==> config.mk <==
export PLATFORM = sky130hd
export DESIGN_NAME = mips_mem_arbiter_flat
export DESIGN_NICKNAME = d
export VERILOG_FILES = /design/src/rtl/mips_mem_arbiter_if.sv /design/src/rtl/mips_mem_arbiter.sv /design/src/flat_wrapper.sv
export SDC_FILE = /design/constraint.sdc
export NUM_CORES = 1
export LEC_CHECK = 0
export BUFFER_PORTS_ARGS = -buffer_cell sky130_fd_sc_hd__buf_2
export CORE_ASPECT_RATIO = 1.75
export CORE_MARGIN = 2
export CORE_UTILIZATION = 25
export CTS_CLUSTER_SIZE = 14
export DETAILED_ROUTE_END_ITERATION = 12
export MAX_ROUTING_LAYER = met4
export PLACE_DENSITY = 0.51
export SLEW_MARGIN = 25
export SYNTH_ARGS = -nofsm -noshare
export SYNTH_HDL_FRONTEND = slang
export SYNTH_SLANG_ARGS = --single-unit
==> constraint.sdc <==
create_clock -name clk -period 5.7 [get_ports clk]
set_input_delay 0.57 -clock clk [delete_from_list [all_inputs] [get_ports clk]]
set_output_delay 0.57 -clock clk [all_outputs]
set_load 0.02 [all_outputs]
==> src/rtl/mips_mem_arbiter_if.sv <==
// Purpose: CPU-side request/response and Avalon-style memory bus signals of the arbiter.
// Latency: none, wires only.
// Backpressure: waitrequest from the memory slave stalls the granted requester.
interface mips_mem_arbiter_if;
  // instruction fetch requester
  logic        if_req;
  logic [31:0] if_addr;
  logic        if_valid;
  logic [31:0] if_rdata;
  // data (lw/sw) requester
  logic        d_req;
  logic        d_write;
  logic [31:0] d_addr;
  logic [31:0] d_wdata;
  logic [3:0]  d_byteenable;
  logic        d_valid;
  logic [31:0] d_rdata;
  logic        bus_timeout;
  // memory bus
  logic [31:0] address;
  logic        read;
  logic        write;
  logic [31:0] writedata;
  logic [3:0]  byteenable;
  logic [31:0] readdata;
  logic        waitrequest;

  // arbiter view: takes requests and bus responses, drives the bus and completions
  modport slave (
    input  if_req, if_addr, d_req, d_write, d_addr, d_wdata, d_byteenable,
    input  readdata, waitrequest,
    output if_valid, if_rdata, d_valid, d_rdata, bus_timeout,
    output address, read, write, writedata, byteenable
  );

  // environment view: CPU requesters plus the memory slave
  modport master (
    output if_req, if_addr, d_req, d_write, d_addr, d_wdata, d_byteenable,
    output readdata, waitrequest,
    input  if_valid, if_rdata, d_valid, d_rdata, bus_timeout,
    input  address, read, write, writedata, byteenable
  );
endinterface

==> src/rtl/mips_mem_arbiter.sv <==
// Purpose: round-robin share of one memory bus between instruction fetch and data access.
// Latency: grant edge N, strobe N..N+1, valid N+1..N+2 with zero wait states; grants 3 cycles apart.
// Backpressure: waitrequest holds the bus cycle; a stall of TIMEOUT cycles aborts it and sets bus_timeout.
module mips_mem_arbiter #(
  parameter int unsigned TIMEOUT = 255
) (
  input  logic             clk,
  input  logic             reset,
  input  logic             clk_enable,
  mips_mem_arbiter_if.slave bus
);

  typedef enum logic [1:0] {S_IDLE, S_BUSY, S_DONE} state_e;
  typedef enum logic {G_IF = 1'b0, G_DATA = 1'b1} grant_e;

  localparam logic [15:0] TIMEOUT_C = 16'(TIMEOUT);

  state_e      state_q, state_d;
  // last_grant also names the owner of the transaction in BUSY/DONE
  grant_e      last_grant_q, last_grant_d;
  logic [15:0] cnt_q, cnt_d;
  logic [15:0] cnt_inc;
  logic [31:0] address_q, address_d;
  logic        read_q, read_d;
  logic        write_q, write_d;
  logic [31:0] writedata_q, writedata_d;
  logic [3:0]  byteenable_q, byteenable_d;
  logic [31:0] if_rdata_q, if_rdata_d;
  logic [31:0] d_rdata_q, d_rdata_d;
  logic        if_valid_q, if_valid_d;
  logic        d_valid_q, d_valid_d;
  logic        timeout_q, timeout_d;

  assign cnt_inc = cnt_q + 16'd1;

  // Next-state: arbitration in IDLE, bus completion/abort in BUSY, single valid cycle in DONE.
  always_comb begin
    state_d      = state_q;
    last_grant_d = last_grant_q;
    cnt_d        = cnt_q;
    address_d    = address_q;
    read_d       = read_q;
    write_d      = write_q;
    writedata_d  = writedata_q;
    byteenable_d = byteenable_q;
    if_rdata_d   = if_rdata_q;
    d_rdata_d    = d_rdata_q;
    if_valid_d   = 1'b0;
    d_valid_d    = 1'b0;
    timeout_d    = timeout_q;

    case (state_q)
      S_IDLE: begin
        if (bus.if_req || bus.d_req) begin
          cnt_d   = 16'd0;
          state_d = S_BUSY;
          // fetch wins when alone or when data had the previous grant
          if (bus.if_req && (!bus.d_req || last_grant_q == G_DATA)) begin
            last_grant_d = G_IF;
            address_d    = bus.if_addr;
            read_d       = 1'b1;
            write_d      = 1'b0;
            writedata_d  = 32'd0;
            byteenable_d = 4'hF;
          end else begin
            last_grant_d = G_DATA;
            address_d    = bus.d_addr;
            read_d       = ~bus.d_write;
            write_d      = bus.d_write;
            writedata_d  = bus.d_wdata;
            byteenable_d = bus.d_byteenable;
          end
        end
      end

      S_BUSY: begin
        if (!bus.waitrequest) begin
          if (read_q) begin
            if (last_grant_q == G_IF) if_rdata_d = bus.readdata;
            else                      d_rdata_d  = bus.readdata;
          end
          read_d     = 1'b0;
          write_d    = 1'b0;
          if_valid_d = (last_grant_q == G_IF);
          d_valid_d  = (last_grant_q == G_DATA);
          state_d    = S_DONE;
        end else if (cnt_inc == TIMEOUT_C) begin
          // abandon the stalled cycle; requester still gets its completion pulse
          read_d     = 1'b0;
          write_d    = 1'b0;
          timeout_d  = 1'b1;
          if_valid_d = (last_grant_q == G_IF);
          d_valid_d  = (last_grant_q == G_DATA);
          state_d    = S_DONE;
        end else begin
          cnt_d = cnt_inc;
        end
      end

      S_DONE: begin
        state_d = S_IDLE;
      end

      default: begin
        state_d = S_IDLE;
      end
    endcase
  end

  // State register: synchronous active-low reset, clk_enable freezes everything.
  always_ff @(posedge clk) begin
    if (!reset) begin
      state_q      <= S_IDLE;
      last_grant_q <= G_DATA;
      cnt_q        <= 16'd0;
      address_q    <= 32'd0;
      read_q       <= 1'b0;
      write_q      <= 1'b0;
      writedata_q  <= 32'd0;
      byteenable_q <= 4'd0;
      if_rdata_q   <= 32'd0;
      d_rdata_q    <= 32'd0;
      if_valid_q   <= 1'b0;
      d_valid_q    <= 1'b0;
      timeout_q    <= 1'b0;
    end else if (clk_enable) begin
      state_q      <= state_d;
      last_grant_q <= last_grant_d;
      cnt_q        <= cnt_d;
      address_q    <= address_d;
      read_q       <= read_d;
      write_q      <= write_d;
      writedata_q  <= writedata_d;
      byteenable_q <= byteenable_d;
      if_rdata_q   <= if_rdata_d;
      d_rdata_q    <= d_rdata_d;
      if_valid_q   <= if_valid_d;
      d_valid_q    <= d_valid_d;
      timeout_q    <= timeout_d;
    end
  end

  assign bus.address     = address_q;
  assign bus.read        = read_q;
  assign bus.write       = write_q;
  assign bus.writedata   = writedata_q;
  assign bus.byteenable  = byteenable_q;
  assign bus.if_rdata    = if_rdata_q;
  assign bus.d_rdata     = d_rdata_q;
  assign bus.if_valid    = if_valid_q;
  assign bus.d_valid     = d_valid_q;
  assign bus.bus_timeout = timeout_q;

endmodule

==> src/flat_wrapper.sv <==
// flat-port wrapper written by rule: the top's interface ports become plain ports
module mips_mem_arbiter_flat 
#(
  parameter int unsigned TIMEOUT = 255
)
  (clk, reset, clk_enable, bus_if_req, bus_if_addr, bus_d_req, bus_d_write, bus_d_addr, bus_d_wdata, bus_d_byteenable, bus_readdata, bus_waitrequest, bus_if_valid, bus_if_rdata, bus_d_valid, bus_d_rdata, bus_bus_timeout, bus_address, bus_read, bus_write, bus_writedata, bus_byteenable);
  mips_mem_arbiter_if bus_i ();
  input  logic clk;
  input  logic reset;
  input  logic clk_enable;
  input wire logic [$bits(bus_i.if_req)-1:0] bus_if_req;
  input wire logic [$bits(bus_i.if_addr)-1:0] bus_if_addr;
  input wire logic [$bits(bus_i.d_req)-1:0] bus_d_req;
  input wire logic [$bits(bus_i.d_write)-1:0] bus_d_write;
  input wire logic [$bits(bus_i.d_addr)-1:0] bus_d_addr;
  input wire logic [$bits(bus_i.d_wdata)-1:0] bus_d_wdata;
  input wire logic [$bits(bus_i.d_byteenable)-1:0] bus_d_byteenable;
  input wire logic [$bits(bus_i.readdata)-1:0] bus_readdata;
  input wire logic [$bits(bus_i.waitrequest)-1:0] bus_waitrequest;
  output wire logic [$bits(bus_i.if_valid)-1:0] bus_if_valid;
  output wire logic [$bits(bus_i.if_rdata)-1:0] bus_if_rdata;
  output wire logic [$bits(bus_i.d_valid)-1:0] bus_d_valid;
  output wire logic [$bits(bus_i.d_rdata)-1:0] bus_d_rdata;
  output wire logic [$bits(bus_i.bus_timeout)-1:0] bus_bus_timeout;
  output wire logic [$bits(bus_i.address)-1:0] bus_address;
  output wire logic [$bits(bus_i.read)-1:0] bus_read;
  output wire logic [$bits(bus_i.write)-1:0] bus_write;
  output wire logic [$bits(bus_i.writedata)-1:0] bus_writedata;
  output wire logic [$bits(bus_i.byteenable)-1:0] bus_byteenable;
  assign bus_i.if_req = bus_if_req;
  assign bus_i.if_addr = bus_if_addr;
  assign bus_i.d_req = bus_d_req;
  assign bus_i.d_write = bus_d_write;
  assign bus_i.d_addr = bus_d_addr;
  assign bus_i.d_wdata = bus_d_wdata;
  assign bus_i.d_byteenable = bus_d_byteenable;
  assign bus_i.readdata = bus_readdata;
  assign bus_i.waitrequest = bus_waitrequest;
  assign bus_if_valid = bus_i.if_valid;
  assign bus_if_rdata = bus_i.if_rdata;
  assign bus_d_valid = bus_i.d_valid;
  assign bus_d_rdata = bus_i.d_rdata;
  assign bus_bus_timeout = bus_i.bus_timeout;
  assign bus_address = bus_i.address;
  assign bus_read = bus_i.read;
  assign bus_write = bus_i.write;
  assign bus_writedata = bus_i.writedata;
  assign bus_byteenable = bus_i.byteenable;
  mips_mem_arbiter #(.TIMEOUT(TIMEOUT)) u_core (.clk(clk), .reset(reset), .clk_enable(clk_enable), .bus(bus_i));
endmodule
==> flow_summary.toml <==
[sta]
tightest_slew_ns = 1.01
fin_setup_tns_ns = 0
report.final.slew_viol_count = 0
post-route-period-util_pct = 49.6
setup_viol_count_final = 0
fmax_mhz = 354
max_slew_margin_pct = 32.6
clock_skew_ns = 0.0226
finalHoldViolations = 0
rsz0062_at_grt = "no"
post-route-min-period_ns = 2.82

[synth]
yosys_warnings = 0
synthSimpleGateAreaFrac_pct = 21.4
ys_top_cells_by_area = "dfxtp_1 46%, nand2_1 12%, a21boi_0 11%, o211a_1 5.5%, mux2i_1 5.0%"
yosys.area.top_type = "dfxtp_1"
synth-async-reset-ratio_pct = 0
synth_area_per_cell_um2 = 8.86
ys_seq_elements = 156
muxShareOfSynthArea_pct = 4.97
yosysSeqAreaShare_pct = 45.6
netlist_area_um2 = 6850
synth_adder_area_share_pct = 0.365
syn_nets = 915
syn_inst = 774
synth_top_family_by_area = "compound AO/OA/AOI/OAI gates"
yosysTopAreaCellShare_pct = 45.6
synth_xor_area_share_pct = 0.639
synth_edf_count = 0
synth_cell_types = 66
synthFlopType = "dfxtp_1"
synth_compound_area_share_pct = 22.4

[clock_tree]
path_clk_slew_ns = 0.07
clock_sink_count = 156
insertion_delay_ns = 0.45
cts_resized = 0
postCtsSetupRepairBufs = 0
cts_hold_buf = 0
cts_buffers = 17
cts_tree = "built"
clock_path_buffers = 2
htreeDepth = 4
cts_root_buf = "clkbuf_16"

[job]
drv_cap = 0

[power]
power_frac_comb_pct = 11.8
p_int_w = 0.00190
p_leak_nw = 4.19
p_per_area_nw_per_um2 = 284
ir_drop_mv = 0.190
power_frac_clock_pct = 43.6
p_seq_share_pct = 44.6
p_switching_w = 0.000682
p_sw_share_pct = 26.4

[routing]
route.vias.total = 6357
vias_per_cell = 4.55
drc = 0
routedWlPerCell_um = 15.2
drt_iter0_drc = 309
dr.pass1.iters = 4
ant_nets = 0
drt-total-wl_um = 21200

[floorplan]
placeableCoreArea_um2 = 27100
io_pins = 276
dieArea_um2 = 28800
num_rows = 80
fp.dieH_um = 223
dieWidth_um = 129
initial_utilization_pct = 25.3

[worst_setup_path]
rr_worst_depth = 7
cp.depth = 7
path_max_fanout = 13
setup.worst_path.start_class = "flip-flop"
r2r-end = "u_core.cnt_q[4]$_SDFFE_PN0P_"
reg2reg_from = "u_core.cnt_q[2]$_SDFFE_PN0P_"
path_cells = "nand4_1, or4_4, xor2_1, nand4_4, o31ai_4, a2111oi_1, a31o_1"
rrSetupSlack_ns = 2.88
cp_num_buf_inv = 0
slowest_stage = "o31ai_4"
end_kind = "flip-flop"
arrival_ns = 3.15
path_delay_family = "compound AO/OA/AOI/OAI gates"
cp_slowest_stage_delay_ns = 0.59
worstSetupPathType = "flip-flop to flip-flop"
critPathRequiredTime_ns = 6.02

[cells_and_area]
fin_nets = 1155
num_antenna_cells = 0
layout_commonest_cell = "buf_2"
drive_gt1_share_pct = 32.2
utilization_pct = 33.5
final_cell_mix = "274 x buf_2, 211 x nand2_1, 156 x dfxtp_1"
syn_to_final_growth_pct = 32.6

[hold_path]
whs_endpoint = "u_core.bus.writedata[29]$_SDFFE_PN0P_"
hp-class = "input port to flip-flop"
hp-start = "bus_d_wdata[29]"
min_delay_path_depth = 3

[grt]
grt_pass1_vias = 6204
gr-usage-all-layers_pct = 15.1
grt_max_degree = 63
grt-ovfl-total = 0
grt_pass1_wl_um = 32700
antenna_found_initial = 0

[placement]
hpwl_um = 14900
portBuffers = 275
place.gp.congestion = 0.802

[status]
outcome = "complete, no violations"
-- stage by stage --
stage               area, um^2  instances  total power [W]  hold slack (ns)  worst slack (ns)
floorplan                 6850        774          0.00135            0.496              3.29
global placement          8490       1363          0.00148            0.447              2.90
detailed placement        8490       1363          0.00148            0.453              2.85
CTS                       9070       1395          0.00264            0.361              2.86
global route              9090       1396          0.00271            0.378              2.71
finish                    9090       1396          0.00258            0.381              2.88
-- power groups by stage --
stage	Combinational (W)	Clock, W	Sequential [W]
floorplan	0.000136	0	0.00122
global placement	0.000308	0	0.00117
detailed placement	0.000307	0	0.00118
CTS	0.000308	0.00118	0.00115
global route	0.000333	0.00122	0.00116
finish	0.000304	0.00113	0.00115
-- area by class of cell --
cell class | count | area [um^2]
Clock buffer | 20 | 437
Clock inverter | 12 | 138
Fill cell | 2947 | 18000
Inverter | 5 | 18.8
Multi-Input combinational cell | 550 | 3440
Sequential cell | 156 | 3120
Tap cell | 369 | 462
Timing Repair Buffer | 284 | 1470
-- cell families after synthesis --
logic type,count (synthesis)
AND/OR/NAND/NOR,322
multiplexers,34
buffers and inverters,68
adder cells (fa/ha/maj),2
AO/OA/AOI/OAI,187
XOR/XNOR,5
flip-flops,156
-- worst max-delay path by stage --
stage                                              from                       endpoint  slack, ns
final                      u_core.cnt_q[2]$_SDFFE_PN0P_   u_core.cnt_q[4]$_SDFFE_PN0P_       2.88
after detailed placement   u_core.cnt_q[2]$_SDFFE_PN0P_   u_core.cnt_q[4]$_SDFFE_PN0P_       2.85
after global routing       u_core.cnt_q[2]$_SDFFE_PN0P_   u_core.cnt_q[4]$_SDFFE_PN0P_       2.71
after CTS                  u_core.cnt_q[2]$_SDFFE_PN0P_   u_core.cnt_q[4]$_SDFFE_PN0P_       2.86
after global placement     u_core.cnt_q[2]$_SDFFE_PN0P_   u_core.cnt_q[4]$_SDFFE_PN0P_       2.90
after floorplan           u_core.cnt_q[10]$_SDFFE_PN0P_  u_core.cnt_q[15]$_SDFFE_PN0P_       3.29
-- sequential cells by signal, indices dropped and copies added (netlist names), 2 cells and up --
| signal | count |
|---|---|
| u_core.bus.address | 32 |
| u_core.bus.d_rdata | 32 |
| u_core.bus.if_rdata | 32 |
| u_core.bus.writedata | 32 |
| u_core.cnt_q | 16 |
| u_core.bus.byteenable | 4 |
| u_core.state_q | 2 |
-- worst min-delay path, cell delays in order --
cell and delay (ns):
buf_2 0.09, nand3_1 0.05, a21boi_0 0.07
-- cells in the mapped netlist, drive strengths merged, types with 7 or more instances --
cell type,instances
a21boi,98
a21oi,8
and3,9
buf,7
clkbuf,55
dfxtp,156
mux2i,34
nand2,211
nand3,43
nand3b,7
nand4,9
nor2,11
o211a,38
o21ai,10
-- routing by layer --
layer | GRT usage, % | up-vias | wire, um
met3 | 2.95 | 24 | 1140
li1 | - | 3180 | -
met1 | 16.1 | 2955 | 8510
met5 | - | - | 0
met4 | 7.47 | 0 | 511
met2 | 26.3 | 198 | 11000
No activity file was read; power rests on OpenSTA's default activity.
